**config.mk**
```make
export PLATFORM = sky130hd
export DESIGN_NAME = alu_mul_seq_flat
export DESIGN_NICKNAME = d
export VERILOG_FILES = /design/src/rtl/pkg_alu.sv /design/src/rtl/pkg_alu_mul.sv /design/src/rtl/pkg_reg.sv /design/src/rtl/if_alu.sv /design/src/rtl/alu_mul_seq.sv /design/src/flat_wrapper.sv
export SDC_FILE = /design/constraint.sdc
export NUM_CORES = 1
export LEC_CHECK = 0
export BUFFER_PORTS_ARGS = -buffer_cell sky130_fd_sc_hd__buf_2
export CAP_MARGIN = 20
export CORE_AREA = 2 2 179 181
export CTS_CLUSTER_DIAMETER = 40
export DETAILED_ROUTE_END_ITERATION = 10
export DIE_AREA = 0 0 181 183
export PLACE_DENSITY = 0.58
export SLEW_MARGIN = 40
export SYNTH_ARGS = -nofsm -noshare
export SYNTH_HDL_FRONTEND = slang
export SYNTH_SLANG_ARGS = --single-unit
```
**constraint.sdc**
```tcl
create_clock -name clk -period 11.4 [get_ports clk]
set_clock_uncertainty 0.05 [all_clocks]
set_input_delay 1.14 -clock clk [delete_from_list [all_inputs] [get_ports clk]]
set_output_delay 1.14 -clock clk [all_outputs]
set_load 0.03 [all_outputs]
```
**src/rtl/pkg_alu.sv**
```systemverilog
// ALU operation codes understood by every if_alu server.
package pkg_alu;
   typedef enum logic [2:0] {
      ALU_NOP = 3'd0,
      ALU_ADD = 3'd1,
      ALU_SUB = 3'd2,
      ALU_AND = 3'd3,
      ALU_OR  = 3'd4,
      ALU_XOR = 3'd5
   } alu_op_t;
endpackage

```
**src/rtl/pkg_alu_mul.sv**
```systemverilog
// State encoding of the sequential shift-add multiplier.
package pkg_alu_mul;
   typedef enum logic [1:0] {
      IDLE = 2'd0,
      RUN  = 2'd1,
      DONE = 2'd2
   } mul_state_t;
endpackage

```
**src/rtl/pkg_reg.sv**
```systemverilog
// Register-file wide constants shared across datapath blocks.
package pkg_reg;
   localparam int unsigned REG_WIDTH = 64;
endpackage

```
**src/rtl/if_alu.sv**
```systemverilog
// Combinational ALU request/result bundle between a client and a server.
interface if_alu #(
   parameter int unsigned W = pkg_reg::REG_WIDTH
) ();
   pkg_alu::alu_op_t op;
   logic [W-1:0]     a;
   logic [W-1:0]     b;
   logic [W-1:0]     s;
   logic             cf;
   logic             of;
   logic             zf;
   logic             sf;

   modport client (output op, output a, output b,
                   input s, input cf, input of, input zf, input sf);
   modport server (input op, input a, input b,
                   output s, output cf, output of, output zf, output sf);
endinterface

```
**src/rtl/alu_mul_seq.sv**
```systemverilog
// Unsigned WIDTH x WIDTH multiplier: one shift-add step per clock, using an
// external ALU for the partial-sum addition.
module alu_mul_seq
   import pkg_alu::*;
   import pkg_alu_mul::*;
#(
   parameter int unsigned WIDTH = pkg_reg::REG_WIDTH
) (
   input  logic             clk,
   input  logic             rst,
   input  logic             req_valid,
   output logic             req_ready,
   input  logic [WIDTH-1:0] req_a,
   input  logic [WIDTH-1:0] req_b,
   output logic             rsp_valid,
   input  logic             rsp_ready,
   output logic [WIDTH-1:0] rsp_hi,
   output logic [WIDTH-1:0] rsp_lo,
   output logic             rsp_ovf,
   if_alu.client            alu
);
   localparam int unsigned   CW   = $clog2(WIDTH + 1);
   localparam logic [CW-1:0] LAST = CW'(WIDTH - 1);

   mul_state_t       state_q, state_d;
   logic [WIDTH-1:0] mcand_q, mcand_d;
   logic [WIDTH-1:0] hi_q, hi_d;
   logic [WIDTH-1:0] lo_q, lo_d;
   logic [CW-1:0]    cnt_q, cnt_d;
   logic             rsp_valid_q, rsp_valid_d;
   logic             rsp_ovf_q, rsp_ovf_d;

   always_comb begin
      alu.op = ALU_NOP;
      alu.a  = '0;
      alu.b  = '0;
      if (state_q == RUN && lo_q[0]) begin
         alu.op = ALU_ADD;
         alu.a  = mcand_q;
         alu.b  = hi_q;
      end
   end

   always_comb begin
      state_d     = state_q;
      mcand_d     = mcand_q;
      hi_d        = hi_q;
      lo_d        = lo_q;
      cnt_d       = cnt_q;
      rsp_valid_d = rsp_valid_q;
      rsp_ovf_d   = rsp_ovf_q;
      unique case (state_q)
         IDLE: begin
            if (req_valid) begin
               mcand_d   = req_a;
               lo_d      = req_b;
               hi_d      = '0;
               cnt_d     = '0;
               rsp_ovf_d = 1'b0;
               state_d   = RUN;
            end
         end
         RUN: begin
            // {hi,lo} shifts right one bit per step; the ALU carry enters at the top
            if (lo_q[0]) begin
               {hi_d, lo_d} = {alu.cf, alu.s, lo_q[WIDTH-1:1]};
            end else begin
               {hi_d, lo_d} = {1'b0, hi_q, lo_q[WIDTH-1:1]};
            end
            cnt_d = cnt_q + 1'b1;
            if (cnt_q == LAST) begin
               state_d     = DONE;
               rsp_valid_d = 1'b1;
               rsp_ovf_d   = (hi_d != '0);
            end
         end
         DONE: begin
            if (rsp_ready) begin
               state_d     = IDLE;
               rsp_valid_d = 1'b0;
            end
         end
         default: state_d = IDLE;
      endcase
   end

   always_ff @(posedge clk or posedge rst) begin
      if (rst) begin
         state_q     <= IDLE;
         mcand_q     <= '0;
         hi_q        <= '0;
         lo_q        <= '0;
         cnt_q       <= '0;
         rsp_valid_q <= 1'b0;
         rsp_ovf_q   <= 1'b0;
      end else begin
         state_q     <= state_d;
         mcand_q     <= mcand_d;
         hi_q        <= hi_d;
         lo_q        <= lo_d;
         cnt_q       <= cnt_d;
         rsp_valid_q <= rsp_valid_d;
         rsp_ovf_q   <= rsp_ovf_d;
      end
   end

   assign req_ready = (state_q == IDLE);
   assign rsp_valid = rsp_valid_q;
   assign rsp_ovf   = rsp_ovf_q;
   assign rsp_hi    = hi_q;
   assign rsp_lo    = lo_q;
endmodule

```
**src/flat_wrapper.sv**
```systemverilog
// flat-port wrapper written by rule: the top's interface ports become plain ports
module alu_mul_seq_flat import pkg_alu::*; import pkg_alu_mul::*;
#(
   parameter int unsigned WIDTH = pkg_reg::REG_WIDTH
)
  (clk, rst, req_valid, req_ready, req_a, req_b, rsp_valid, rsp_ready, rsp_hi, rsp_lo, rsp_ovf, alu_op, alu_a, alu_b, alu_s, alu_cf, alu_of, alu_zf, alu_sf);
  if_alu #(.W((64))) alu_i ();
  input  logic clk;
  input  logic rst;
  input  logic req_valid;
  output logic req_ready;
  input  logic [WIDTH-1:0] req_a;
  input  logic [WIDTH-1:0] req_b;
  output logic rsp_valid;
  input  logic rsp_ready;
  output logic [WIDTH-1:0] rsp_hi;
  output logic [WIDTH-1:0] rsp_lo;
  output logic rsp_ovf;
  output wire logic [$bits(alu_i.op)-1:0] alu_op;
  output wire logic [$bits(alu_i.a)-1:0] alu_a;
  output wire logic [$bits(alu_i.b)-1:0] alu_b;
  input wire logic [$bits(alu_i.s)-1:0] alu_s;
  input wire logic [$bits(alu_i.cf)-1:0] alu_cf;
  input wire logic [$bits(alu_i.of)-1:0] alu_of;
  input wire logic [$bits(alu_i.zf)-1:0] alu_zf;
  input wire logic [$bits(alu_i.sf)-1:0] alu_sf;
  assign alu_op = alu_i.op;
  assign alu_a = alu_i.a;
  assign alu_b = alu_i.b;
  assign alu_i.s = alu_s;
  assign alu_i.cf = alu_cf;
  assign alu_i.of = alu_of;
  assign alu_i.zf = alu_zf;
  assign alu_i.sf = alu_sf;
  alu_mul_seq #(.WIDTH(WIDTH)) u_core (.clk(clk), .rst(rst), .req_valid(req_valid), .req_ready(req_ready), .req_a(req_a), .req_b(req_b), .rsp_valid(rsp_valid), .rsp_ready(rsp_ready), .rsp_hi(rsp_hi), .rsp_lo(rsp_lo), .rsp_ovf(rsp_ovf), .alu(alu_i));
endmodule
```
==> results.tsv <==
stage	metric	value	unit
clock_network	Post CTS Setup Buffer Count	0	
detailed_routing	DR iter-0 viols	626	
pwr	switching pwr	2630	uW
synth	Distinct cells, synth	42	
setup_path	worst setup path startpoint	u_core.rsp_lo[0]$_DFFE_PP0P_	
setup_path	Worst R2R Setup Slack	8.59	ns
clock_network	CTS Buf Count	39	
placed_design	Buffers on Ports	456	
clock_network	Sink Count	203	
clock_network	hold-fix buffers at CTS	0	
setup_path	reg2reg path depth	6	
timing	Tmin final	4.30	ns
pwr	Peak VDD IR	0.164	mV
pwr	Switching Share	0.498	
floorplan	die outline height	183	um
timing	Fin Hold WS	0.412	ns
global_route	largest net degree at the start of global routing	130	
timing	fin. max-slew vios	0	
finish	nets	1712	
synth	mean post-synth cell area	8.91	sq um
setup_path	slowest stage cell, crit path	dfrtp_4	
clock_network	H-Tree Depth	2	
pwr	PnR Total Power	5280	uW
global_route	GRT Residual Overflow	0	
setup_path	Crit Path Category	flip-flop to output pin	
timing	Rel. slew slack	0.457	
timing	Setup violations, final	0	
clock_network	post-cts gate resize count	0	
pwr	Lkg Pwr	0.00725	uW
floorplan	core area	31200	sq um
clock_network	root buf cell	clkbuf_16	
synth	Yosys reg bits	203	
timing	Final Hold Fails	0	
finish	multi-input logic area	4270	sq um
finish	ratio of cells with drive above 1 in the final layout	0.354	
floorplan	Ports	462	
detailed_routing	max layer used	met4	
global_route	vias in the first global route	9424	
synth	sequential-to-total area share from yosys stat	0.519	
setup_path	Crit path largest cell delay	0.75	ns
synth	Post-synth top flop	dfrtp_1	
setup_path	R2R Path Start	u_core.rsp_lo[0]$_DFFE_PP0P_	
pwr	Internal	2650	uW
job	maxcap violations	0	
finish	Filler cells	3188	
setup_path	Critical Path AT	3.11	ns
placed_design	hpwl dp	24.5	mm
setup_path	CP Depth	5	
clock_network	CTS tree	built	
clock_network	clock-pin transition on the worst setup and hold timing paths	0.05	ns
global_route	gr usage total	0.205	
synth	Yosys top cell by area	dfrtp_1	
detailed_routing	DRT Pass-1 Iters	4	
synth	Synth top area share	0.519	
finish	Area growth syn-to-layout	39.2	%
pwr	combinational power share	0.508	
setup_path	Worst EP required	10.21	ns
synth	cell count after synthesis	1098	
timing	Tcrit/Tclk final	0.377	
synth	Async SR Flop Fraction	1.00	
timing	sum of negative setup slack	0	ns
clock_network	Worst-Skew Late Latency	0.51	ns
outcome	outcome	finished clean	
detailed_routing	antenna-violating nets left	0	
setup_path	crit path max fanout	90	
synth	Post-synth EDFFs	0	
setup_path	Setup crit end	alu_a[19]	
floorplan	initial core utilization	0.313	
placed_design	routability congestion estimate	0.809	
detailed_routing	metal3 WL	2.61	mm
detailed_routing	Routed Wire Length	35.4	mm
detailed_routing	WL met2	17.2	mm
synth	Post-Synthesis Cell Area	9780	sq um
pwr	Reg power frac	0.279	
setup_path	crit path cell chain	buf_4 > buf_12 > buf_6 > and3_1 > buf_2	
floorplan	Die ar.	33100	sq um
setup_path	Critical R2R Capture	u_core.rsp_ovf$_DFFE_PP0P_	
detailed_routing	DR WL/cell	18.2	um
timing	RSZ-0062 raised after global routing	false	
setup_path	Worst path top cell family by delay	buffers and inverters	
min_path	Hold Path Class	flip-flop to flip-flop	
pwr	clock power share	0.213	
detailed_routing	via count	9785	
finish	register area	5080	sq um
floorplan	Die W	181	um
detailed_routing	drt drc	0	
timing	Slew @ Worst Pin	0.815	ns
clock_network	Clock Path Buffers	3	
setup_path	WP buf/inv	4	
timing	maximum clock frequency	233	MHz
setup_path	crit path launch type	flip-flop	
floorplan	Std-Cell Rows	65	
detailed_routing	via density per instance	5.03	
synth	Synth area leaders	dfrtp_1 52%, and3_1 8.2%, nand2_1 7.8%	
pwr	Pwr Density	388	nW/um^2
global_route	antenna violations before repair	1	
global_route	first-pass GRT wire length	54.0	mm
detailed_routing	Post-Route M1 WL	14.4	mm
setup_path	crit end category	output pin	
synth	Yosys warning total	0	
[kinds of logic (layout without fill, tap and decap cells)]
kind of cell | Yosys count | count (layout) | synth area share
compound gates | 146 | 146 | 0.0865
xor+xnor | 1 | 1 | 0.000896
fa+ha+maj | 1 | 1 | 0.00128
buf+inv | 100 | 541 | 0.0458
flops | 203 | 203 | 0.519
mux | 64 | 64 | 0.0655
other cells | 1 | 4 | 0.000383
simple gates | 582 | 582 | 0.280
[layout by cell type, fill, tap and decap left out, types with 2 or more instances in the layout]
| master | instances |
|---|---|
| clkbuf_8 | 7 |
| clkinv_4 | 3 |
| nand2_1 | 202 |
| nor4_1 | 29 |
| o21ai_1 | 10 |
| inv_6 | 5 |
| mux2i_1 | 64 |
| buf_6 | 2 |
| a21oi_1 | 2 |
| clkinv_2 | 4 |
| o21ai_0 | 60 |
| clkinvlp_4 | 4 |
| and3_1 | 128 |
| clkbuf_16 | 40 |
| dfrtp_1 | 202 |
| conb_1 | 2 |
| nand4_1 | 7 |
| nor3_1 | 4 |
| nand3_1 | 70 |
| bufinv_16 | 2 |
| diode_2 | 2 |
| nor2_1 | 129 |
| clkbuf_1 | 5 |
| a31oi_1 | 2 |
| o22ai_1 | 63 |
| buf_4 | 7 |
| buf_2 | 456 |
| buf_12 | 2 |
[cells in the mapped netlist, types with 2 or more instances]
master,number
and2_1,2
o22ai_1,63
nand4_1,7
nor2b_1,2
clkbuf_1,46
nand2_1,203
buf_6,2
nor2_1,129
buf_1,8
dfrtp_1,203
o21ai_0,60
mux2i_1,64
o21ai_1,10
a31oi_1,2
buf_2,40
nor4_1,29
a21oi_1,2
nand3_1,70
buf_4,2
and3_1,128
nor3_1,4
inv_1,2
[routing by layer]
| layer | vias to the layer above | GRT usage |
|---|---|---|
| met3 | 68 | 0.0520 |
| li1 | 4666 | - |
| met5 | - | 0 |
| met2 | 409 | 0.351 |
| met1 | 4642 | 0.251 |
| met4 | 0 | 0.0741 |
[power groups by stage]
stage | combinational, uW | clock [uW] | sequential [uW]
CTS | 2700 | 1150 | 1470
global route | 2900 | 1190 | 1530
finish | 2690 | 1120 | 1470
detailed placement | 2690 | 0 | 1480
floorplan | 1590 | 0 | 1800
global placement | 2650 | 0 | 1470
[per-stage QoR]
| stage | util | instances | setup slack [ns] | instance area, sq um |
|---|---|---|---|---|
| 3_5_place_dp | 0.393 | 1871 | 7.35 | 12300 |
| 6_report | 0.436 | 1944 | 7.10 | 13600 |
| 2_1_floorplan | - | 1099 | 4.67 | 9780 |
| 5_1_grt | 0.436 | 1943 | 6.92 | 13600 |
| 4_1_cts | 0.435 | 1941 | 6.82 | 13600 |
| 3_3_place_gp | 0.392 | 1869 | 7.36 | 12200 |
[worst min-delay path, cell delays in order, from the launching register on]
cell	delay (ns)
dfrtp_1	0.33
nand2_1	0.05
nand2_1	0.05
[worst min-delay path by stage]
stage	startpoint	to	slack, ns	cells after the start
after floorplan	u_core.mcand_q[56]$_DFFE_PP0P_	u_core.mcand_q[56]$_DFFE_PP0P_	0.39	2
after global placement	u_core.mcand_q[62]$_DFFE_PP0P_	u_core.mcand_q[62]$_DFFE_PP0P_	0.40	2
after detailed placement	u_core.mcand_q[50]$_DFFE_PP0P_	u_core.mcand_q[50]$_DFFE_PP0P_	0.40	2
after CTS	u_core.mcand_q[34]$_DFFE_PP0P_	u_core.mcand_q[34]$_DFFE_PP0P_	0.42	2
after global routing	u_core.mcand_q[1]$_DFFE_PP0P_	u_core.mcand_q[1]$_DFFE_PP0P_	0.44	2
final	u_core.mcand_q[17]$_DFFE_PP0P_	u_core.mcand_q[17]$_DFFE_PP0P_	0.41	2
[area by class of cell]
cell class                      instances  area share
Inverter                                2     0.00110
Sequential cell                       203       0.373
Tap cell                              402      0.0369
Multi-Input combinational cell        796       0.314
Timing Repair Buffer                  469       0.179
Clock buffer                           51      0.0810
Clock inverter                         19      0.0144
Antenna cell                            2    0.000368
[flip-flops by register name, indices dropped and copies added (netlist names)]
name              cells
u_core.mcand_q       64
u_core.rsp_hi        64
u_core.rsp_lo        64
u_core.cnt_q          7
u_core.state_q        2
u_core.rsp_ovf        1
u_core.rsp_valid      1
Power figures use the tool's default switching activity.
